$ cat config.mk
export PLATFORM = sky130hd
export DESIGN_NAME = weight_load_sequencer
export DESIGN_NICKNAME = d
export VERILOG_FILES = /design/src/rtl/weight_load_sequencer_pkg.sv /design/src/rtl/weight_load_sequencer_load_index_counter.sv /design/src/rtl/weight_load_sequencer.sv
export SDC_FILE = /design/constraint.sdc
export NUM_CORES = 1
export LEC_CHECK = 0
export CORE_MARGIN = 2
export CORE_UTILIZATION = 51
export CTS_CLUSTER_DIAMETER = 30
export CTS_CLUSTER_SIZE = 20
export DETAILED_ROUTE_END_ITERATION = 8
export GPL_TIMING_DRIVEN = 0
export PLACE_DENSITY = 0.92
export SYNTH_ARGS = -nofsm -noshare
export SYNTH_HDL_FRONTEND = slang
export SYNTH_HIERARCHICAL = 1
export SYNTH_SLANG_ARGS = --single-unit
$ cat constraint.sdc
create_clock -name clk -period 7.21 [get_ports clk]
set_input_delay 1.442 -clock clk [delete_from_list [all_inputs] [get_ports clk]]
set_output_delay 1.442 -clock clk [all_outputs]
set_load 0.005 [all_outputs]
$ cat src/rtl/weight_load_sequencer_pkg.sv
// weight_load_pkg: shared FSM state encoding, counter index types sized for the
// largest supported network, and the per-layer weights-per-neuron helper.
package weight_load_pkg;

    typedef enum logic [1:0] {
        IDLE = 2'd0,
        LOAD = 2'd1,
        DONE = 2'd2
    } state_t;

    // Largest network the index counters are sized for.
    localparam int unsigned MAX_NEURONS_CAP = 1023;
    localparam int unsigned NUM_INPUTS_CAP  = 784;

    localparam int unsigned NEURON_W = $clog2(MAX_NEURONS_CAP + 1);
    localparam int unsigned INPUT_W  = $clog2(NUM_INPUTS_CAP + 1);
    // A neuron in layer L>0 takes one weight per neuron of layer L-1, so the
    // weight index must cover both the input count and the neuron count.
    localparam int unsigned WEIGHT_W = (INPUT_W > NEURON_W) ? INPUT_W : NEURON_W;
    localparam int unsigned LAYER_W  = 8;

    typedef logic [NEURON_W-1:0] neuron_idx_t;
    typedef logic [WEIGHT_W-1:0] weight_idx_t;
    typedef logic [LAYER_W-1:0]  layer_idx_t;

    // Weights per neuron of a layer: the network input count for layer 0,
    // otherwise the neuron count of the previous layer.
    function automatic int unsigned wpn(input int unsigned layer,
                                        input int unsigned n_inputs,
                                        input int unsigned prev_neurons);
        return (layer == 0) ? n_inputs : prev_neurons;
    endfunction

endpackage

$ cat src/rtl/weight_load_sequencer_load_index_counter.sv
// load_index_counter: nested weight -> neuron -> layer index counter that walks
// the weight image layer-major. o_last flags the final word of the image.
module load_index_counter
    import weight_load_pkg::*;
#(
    parameter int unsigned                       NUM_LAYERS    = 3,
    parameter int unsigned                       NUM_INPUTS    = 784,
    parameter logic [0:NUM_LAYERS-1][15:0]       LAYER_NEURONS = {16'd30, 16'd30, 16'd10}
) (
    input  logic        clk,
    input  logic        rst_n,
    input  logic        i_clear,
    input  logic        i_advance,
    output layer_idx_t  o_layer,
    output neuron_idx_t o_neuron,
    output logic        o_last
);

    weight_idx_t w_wlim [NUM_LAYERS];
    neuron_idx_t w_nlim [NUM_LAYERS];
    weight_idx_t w_wmax;
    neuron_idx_t w_nmax;
    logic        w_weight_wrap;
    logic        w_neuron_wrap;
    logic        w_layer_last;

    layer_idx_t  r_layer;
    neuron_idx_t r_neuron;
    weight_idx_t r_weight;

    // Per-layer wrap limits are elaboration constants.
    genvar gi;
    generate
        for (gi = 0; gi < NUM_LAYERS; gi++) begin : g_lim
            if (gi == 0) begin : g_first
                assign w_wlim[gi] = weight_idx_t'(wpn(0, NUM_INPUTS, 0) - 1);
            end else begin : g_rest
                assign w_wlim[gi] = weight_idx_t'(wpn(gi, NUM_INPUTS,
                                        int'(LAYER_NEURONS[gi-1])) - 1);
            end
            assign w_nlim[gi] = neuron_idx_t'(LAYER_NEURONS[gi] - 16'd1);
        end
    endgenerate

    // Select the wrap limits of the layer currently being loaded.
    always_comb begin
        w_wmax = '0;
        w_nmax = '0;
        for (int i = 0; i < NUM_LAYERS; i++) begin
            if (r_layer == layer_idx_t'(i)) begin
                w_wmax = w_wlim[i];
                w_nmax = w_nlim[i];
            end
        end
    end

    assign w_weight_wrap = (r_weight == w_wmax);
    assign w_neuron_wrap = w_weight_wrap && (r_neuron == w_nmax);
    assign w_layer_last  = (r_layer == layer_idx_t'(NUM_LAYERS - 1));
    assign o_last        = w_neuron_wrap && w_layer_last;
    assign o_layer       = r_layer;
    assign o_neuron      = r_neuron;

    // Advance the nested indices once per accepted word; clear on a new load.
    always_ff @(posedge clk or negedge rst_n) begin
        if (!rst_n) begin
            r_layer  <= '0;
            r_neuron <= '0;
            r_weight <= '0;
        end else if (i_clear) begin
            r_layer  <= '0;
            r_neuron <= '0;
            r_weight <= '0;
        end else if (i_advance) begin
            r_weight <= w_weight_wrap ? '0 : r_weight + weight_idx_t'(1);
            if (w_weight_wrap) begin
                r_neuron <= (r_neuron == w_nmax) ? '0 : r_neuron + neuron_idx_t'(1);
            end
            if (w_neuron_wrap && !w_layer_last) begin
                r_layer <= r_layer + layer_idx_t'(1);
            end
        end
    end

endmodule

$ cat src/rtl/weight_load_sequencer.sv
// weight_load_sequencer: streams a pre-ordered weight image from a valid/ready
// input onto the shared neuron config bus, one strobe per accepted word.
// Optional feature macro: WEIGHT_LOAD_CHECKSUM_EN adds a 32-bit checksum output.
module weight_load_sequencer
    import weight_load_pkg::*;
#(
    parameter int unsigned                 num_layers    = 3,
    parameter int unsigned                 num_inputs    = 784,
    parameter int unsigned                 max_neurons   = 1023,
    parameter logic [0:num_layers-1][15:0] layer_neurons = {16'd30, 16'd30, 16'd10},
    parameter int unsigned                 data_bits     = 16
) (
    input  logic        clk,
    input  logic        reset,
    input  logic        start,
    input  logic        abort,
    input  logic        s_valid,
    output logic        s_ready,
    input  logic [31:0] s_data,
    output logic        weight_valid,
    output logic [31:0] weight_value,
    output logic [31:0] config_layer_no,
    output logic [31:0] config_neuron_no,
    output logic        busy,
    output logic        done,
    output logic [31:0] load_count
`ifdef WEIGHT_LOAD_CHECKSUM_EN
    ,
    output logic [31:0] checksum
`endif
);

    state_t      r_state;
    state_t      w_state_next;
    logic        w_clear;
    logic        w_accept;
    logic        w_last;
    layer_idx_t  w_layer;
    neuron_idx_t w_neuron;
    logic [31:0] w_masked;
    logic        w_unused_data;

    logic        r_weight_valid;
    logic [31:0] r_weight_value;
    logic [31:0] r_layer_no;
    logic [31:0] r_neuron_no;
    logic [31:0] r_load_count;

    // Configuration sanity checks resolved at elaboration.
    genvar gi;
    generate
        for (gi = 0; gi < num_layers; gi++) begin : g_chk
            if (layer_neurons[gi] == 16'd0) begin : g_zero
                $error("weight_load_sequencer: layer_neurons[%0d] is zero", gi);
            end
            if (int'(layer_neurons[gi]) > max_neurons) begin : g_big
                $error("weight_load_sequencer: layer_neurons[%0d] exceeds max_neurons", gi);
            end
        end
        if (max_neurons > MAX_NEURONS_CAP || num_inputs > NUM_INPUTS_CAP) begin : g_cap
            $error("weight_load_sequencer: network exceeds index counter widths");
        end
        if (data_bits == 0 || data_bits >= 32) begin : g_bits
            $error("weight_load_sequencer: data_bits must be in 1..31");
        end
    endgenerate

    assign w_masked      = {{(32 - data_bits){1'b0}}, s_data[data_bits-1:0]};
    assign w_unused_data = ^s_data[31:data_bits];

    // s_ready is a decode of the state register only, so it never depends on s_valid.
    assign s_ready  = (r_state == LOAD);
    assign busy     = (r_state == LOAD);
    assign done     = (r_state == DONE);
    // abort wins over a simultaneous handshake: the word is dropped.
    assign w_accept = s_valid && s_ready && !abort;

    load_index_counter #(
        .NUM_LAYERS    (num_layers),
        .NUM_INPUTS    (num_inputs),
        .LAYER_NEURONS (layer_neurons)
    ) u_index (
        .clk       (clk),
        .rst_n     (reset),
        .i_clear   (w_clear),
        .i_advance (w_accept),
        .o_layer   (w_layer),
        .o_neuron  (w_neuron),
        .o_last    (w_last)
    );

    // State register.
    always_ff @(posedge clk or negedge reset) begin
        if (!reset) begin
            r_state <= IDLE;
        end else begin
            r_state <= w_state_next;
        end
    end

    // Next-state decode; a new load clears the index counters.
    always_comb begin
        w_state_next = r_state;
        w_clear      = 1'b0;
        case (r_state)
            IDLE: begin
                if (start) begin
                    w_state_next = LOAD;
                    w_clear      = 1'b1;
                end
            end
            LOAD: begin
                if (abort) begin
                    w_state_next = IDLE;
                end else if (w_accept && w_last) begin
                    w_state_next = DONE;
                end
            end
            DONE:    w_state_next = IDLE;
            default: w_state_next = IDLE;
        endcase
    end

    // Config-bus strobe one cycle after each accept; fields hold between strobes.
    always_ff @(posedge clk or negedge reset) begin
        if (!reset) begin
            r_weight_valid <= 1'b0;
            r_weight_value <= '0;
            r_layer_no     <= '0;
            r_neuron_no    <= '0;
            r_load_count   <= '0;
        end else begin
            r_weight_valid <= w_accept;
            if (w_accept) begin
                r_weight_value <= w_masked;
                r_layer_no     <= 32'(w_layer);
                r_neuron_no    <= 32'(w_neuron);
                r_load_count   <= r_load_count + 32'd1;
            end else if (w_clear) begin
                r_load_count   <= '0;
            end
        end
    end

    assign weight_valid     = r_weight_valid;
    assign weight_value     = r_weight_value;
    assign config_layer_no  = r_layer_no;
    assign config_neuron_no = r_neuron_no;
    assign load_count       = r_load_count;

`ifdef WEIGHT_LOAD_CHECKSUM_EN
    logic [31:0] r_checksum;

    // Sum accepted words at accept time so the total already includes the final
    // word in the done cycle.
    always_ff @(posedge clk or negedge reset) begin
        if (!reset) begin
            r_checksum <= '0;
        end else if (w_clear) begin
            r_checksum <= '0;
        end else if (w_accept) begin
            r_checksum <= r_checksum + w_masked;
        end
    end

    assign checksum = r_checksum;
`endif

endmodule
==> impl.org <==
** Power
- Int Power :: 0.899 mW
- IR analysis of the VDD net gives a maximum drop of 0.132 mV.
- Switching power :: 0.316 mW
- Leakage power summed over all cells :: 3.30 nW
- Sequential cells account for 50.0% of the total power.
- The clock network accounts for 32.4% of the total power.
- Share of power burned in combinational logic :: 17.6%
- In this run the power density over the cells is 176 nW/µm².
- Sw Ratio :: 26.0%

** Finish
- Number of antenna repair diodes :: 0
- Most common library cell in the layout ignoring fill and taps :: sky130_fd_sc_hd__nand2_1
- For this run, the post-layout net count is 806.
- Commonest cells after routing, fill and taps aside :: sky130_fd_sc_hd__nand2_1 (152), sky130_fd_sc_hd__dfrtp_1 (97), sky130_fd_sc_hd__clkdlybuf4s50_1 (89)
- From synthesis to final layout, the design area changed by 28.9%.
- Counting the fill cells in the layout gives 762.
- Proportion of layout cells with a drive suffix above 1 :: 13.4%

** Timing
- Final hold violations :: 0
- Count of endpoints failing setup in the final report :: 0
- Time the final worst path needs with I/O delays and setup :: 4670 ps
- Setup repair after global routing left no endpoint under its margin.
- Maximum operating frequency :: 0.214 GHz
- Dividing the final minimum period by the clock period gives 64.7%.
- The max-slew violation total from the final report came to 0.
- On the final layout, the worst clock skew is 11.9 ps.
- TNS Setup :: 0 ps
- At the pin with the least slew margin, the transition time is 950 ps.
- Headroom to the max-slew limit came out at 36.1%.
- On the final layout, the worst hold slack is 476 ps.

** Critical path
- In this run the critical register-to-register path is captured at u_index/o_layer[6]$_DFFE_PN0P_.
- On the worst path, the slowest cell contributes a delay of 570 ps.
- Series of cell instances along the critical path :: clkdlybuf4s50_1 -> nand4bb_1 -> buf_2 -> inv_1 -> clkbuf_1 -> inv_1 -> a31oi_1 -> nand3_1 -> clkbuf_1 -> nor4_1 -> mux2_2
- Startpoint of the lowest-slack register-to-register path :: r_state[1]$_DFFE_PN0P_
- Standard cell with the maximum stage delay on the critical path :: sky130_fd_sc_hd__clkbuf_1
- The setup path with the least slack is of type in -> reg.
- The most critical setup path has its endpoint at u_index/o_layer[6]$_DFFE_PN0P_.
- The worst setup path is launched from a primary input.
- For flop-to-flop paths, the worst setup slack is 3630 ps.
- Maximum net fanout on the critical path :: 16
- Critical path data required time :: 7470 ps
- Worst setup path startpoint :: abort
- The number of cells on the worst reg-to-reg path is 10.
- STA classifies the critical path endpoint as a flop.
- At the worst endpoint, the arrival time is 4930 ps.

** Global route
- Vias in the first global route :: 4507
- Overflow left after global routing :: 0
- Maximum number of pins on one net before global-route repair :: 65
- First-pass GRT wire length :: 20.9 mm
- Total track usage :: 22.8%
- The number of antenna violations at the first check in global routing is 0.

** Synthesis
- After synthesis, the mean cell area works out to 8.93 µm².
- Among all flip-flop cells after synthesis, the most frequent one is sky130_fd_sc_hd__dfrtp_1.
- Synth Register Bits :: 97
- Netlist area before placement :: 5350 µm²
- EDFF count, synth :: 0
- Synthesis handed over a netlist of 599 instances.
- Warning count from the yosys run :: 6
- Summing the sequential cell areas from Yosys gives 45.4% of the chip area.
- Number of distinct library cell variants in the gate-level netlist after synthesis :: 57
- Of all flip-flops after synthesis, the portion carrying an async set or reset was 100%.

** Route
- The final layout contains routed wiring with a total length of 13.1 mm.
- Average routed wire per standard cell :: 14.5 µm
- Iteration-0 DRC Markers :: 427
- Across all layers, the routed design uses 4801 vias.
- Number of vias per cell :: 5.32
- The pre-antenna-repair detailed-routing pass consisted of 6 iterations.
- For this run, design rule violations remaining after detail routing come to 0.
- In this run the remaining antenna-violating nets after routing total 0.

** Clocking
- CTS tree :: yes
- After clock tree synthesis, the clock-pin slew on the worst setup and hold paths is 90 ps.
- TritonCTS sink count :: 97
- Inserted Clock Buffers :: 9
- Total of hold buffers inserted after clock tree synthesis :: 0
- The root buffer cell chosen for the clock tree is sky130_fd_sc_hd__clkbuf_8.
- After clock tree synthesis, the repair step resized 0 gates.
- No sink is reached through more buffers than the 2 on the longest clock path.
- Number of post-CTS setup repair buffers :: 0
- The H-tree generated during clock tree synthesis spans 3 levels.
- Clock latency at the later pin of the worst-skew pair :: 370 ps

** Floorplanning
- The floorplan has 37 rows.
- The die is 106 µm wide.
- The region available for standard cell placement spans 10200 µm².
- Number of primary I/O pins :: 169
- The die covers 11300 µm².
- Chip Height :: 106 µm
- The initial utilization of the core area, before any placement, comes to 52.3%.

** Worst hold path
- Hold crit path type :: reg -> reg

** Placed design
- Gp weighted congestion :: 0.864
- Detailed placement ended at an HPWL of 9.50 mm.
- Port buffering added 90 buffers.

** Outcome
- The flow ran to the end, and the final reports show no timing, DRC or antenna violations.

** Flow run
- The tool flagged a number of max-cap violations equal to 0.
-- critical path, delay by kind of cell --
kind | cells | cell delay, ps
compound gates | 1 | 320
buf+inv | 6 | 1940
mux | 1 | 380
simple gates | 3 | 830
-- metal layers --
metal,up-vias,GRT usage (%),part of all wire (%)
met5,-,0,0
met2,209,39.4,51
met4,0,9.49,2.6
met3,36,4.17,6.3
met1,2282,27.9,40
li1,2274,-,-
-- worst min-delay path by stage --
stage | start | endpoint | slack, ps | cells past startpoint
finish | u_index/o_neuron[6]$_DFFE_PN0P_ | config_neuron_no[6]$_DFFE_PN0P_ | 480 | 2
global route | u_index/o_neuron[3]$_DFFE_PN0P_ | config_neuron_no[3]$_DFFE_PN0P_ | 500 | 2
CTS | u_index/o_neuron[6]$_DFFE_PN0P_ | config_neuron_no[6]$_DFFE_PN0P_ | 480 | 2
detailed placement | u_index/o_neuron[3]$_DFFE_PN0P_ | config_neuron_no[3]$_DFFE_PN0P_ | 450 | 2
global placement | u_index/o_neuron[3]$_DFFE_PN0P_ | config_neuron_no[3]$_DFFE_PN0P_ | 450 | 2
floorplan | u_index/o_neuron[3]$_DFFE_PN0P_ | config_neuron_no[3]$_DFFE_PN0P_ | 440 | 2
-- cells by family (layout without fill, tap and decap cells) --
logic type,Yosys count,count (layout),synth area share [%]
DFF,97,97,45.4
other,1,62,0.0701
AOI/OAI and AO/OA,74,74,10.1
muxes,25,25,4.73
and+or+nand+nor,285,285,25.2
adders and majority gates,7,7,1.64
xor gates and xnor gates,5,5,0.819
buffers and inverters,105,212,12.0
-- registers in the layout, summed over array words and instances, names as in the netlist --
register,count
weight_value,16
weight_valid,1
load_count,32
u_index/r_weight,10
config_layer_no,8
u_index/o_layer,8
u_index/o_neuron,10
config_neuron_no,10
r_state,2
-- power by group through the flow --
stage / sequential [mW] / combinational (mW) / clock [mW]
floorplan: 0.616 / 0.102 / 0
global placement: 0.615 / 0.203 / 0
detailed placement: 0.617 / 0.211 / 0
CTS: 0.607 / 0.213 / 0.398
global route: 0.613 / 0.236 / 0.420
finish: 0.607 / 0.214 / 0.393
-- Yosys cell counts, types with 7 or more instances --
| master | n | area share [%] |
|---|---|---|
| sky130_fd_sc_hd__a21oi_1 | 18 | 1.7 |
| sky130_fd_sc_hd__and3_1 | 7 | 0.82 |
| sky130_fd_sc_hd__buf_4 | 63 | 8.8 |
| sky130_fd_sc_hd__clkbuf_1 | 20 | 1.4 |
| sky130_fd_sc_hd__dfrtp_1 | 97 | 45 |
| sky130_fd_sc_hd__ha_1 | 7 | 1.6 |
| sky130_fd_sc_hd__inv_1 | 14 | 0.98 |
| sky130_fd_sc_hd__mux2i_1 | 23 | 4.3 |
| sky130_fd_sc_hd__nand2_1 | 152 | 11 |
| sky130_fd_sc_hd__nand3_1 | 38 | 3.6 |
| sky130_fd_sc_hd__nand4_1 | 20 | 2.3 |
| sky130_fd_sc_hd__nor2_1 | 21 | 1.5 |
| sky130_fd_sc_hd__nor3_1 | 8 | 0.75 |
| sky130_fd_sc_hd__nor4_1 | 7 | 0.82 |
| sky130_fd_sc_hd__o21ai_0 | 17 | 1.6 |
| sky130_fd_sc_hd__o31ai_1 | 7 | 0.98 |
-- layout make-up --
class                           instances  area (µm²)  share of cell area [%]
Multi-Input combinational cell        458        2500                    36.3
Sequential cell                        97        2430                    35.2
Buffer                                 91         591                    8.57
Clock inverter                          4        76.3                    1.11
Clock buffer                           12         145                    2.11
Timing Repair Buffer                   91         926                    13.4
Tap cell                              136         170                    2.47
Inverter                               14        52.6                   0.762
-- through the flow --
| stage | setup slack, ps | power (mW) | cells | util [%] | area [µm²] |
|---|---|---|---|---|---|
| global route | 2310 | 1.27 | 903 | 67.4 | 6890 |
| floorplan | 3400 | 0.719 | 660 | - | 5580 |
| CTS | 2630 | 1.22 | 903 | 67.4 | 6890 |
| finish | 2540 | 1.21 | 903 | 67.4 | 6890 |
| detailed placement | 2250 | 0.829 | 887 | 65.2 | 6670 |
| global placement | 1200 | 0.818 | 886 | 65.0 | 6650 |
Power figures use the tool's default switching activity.
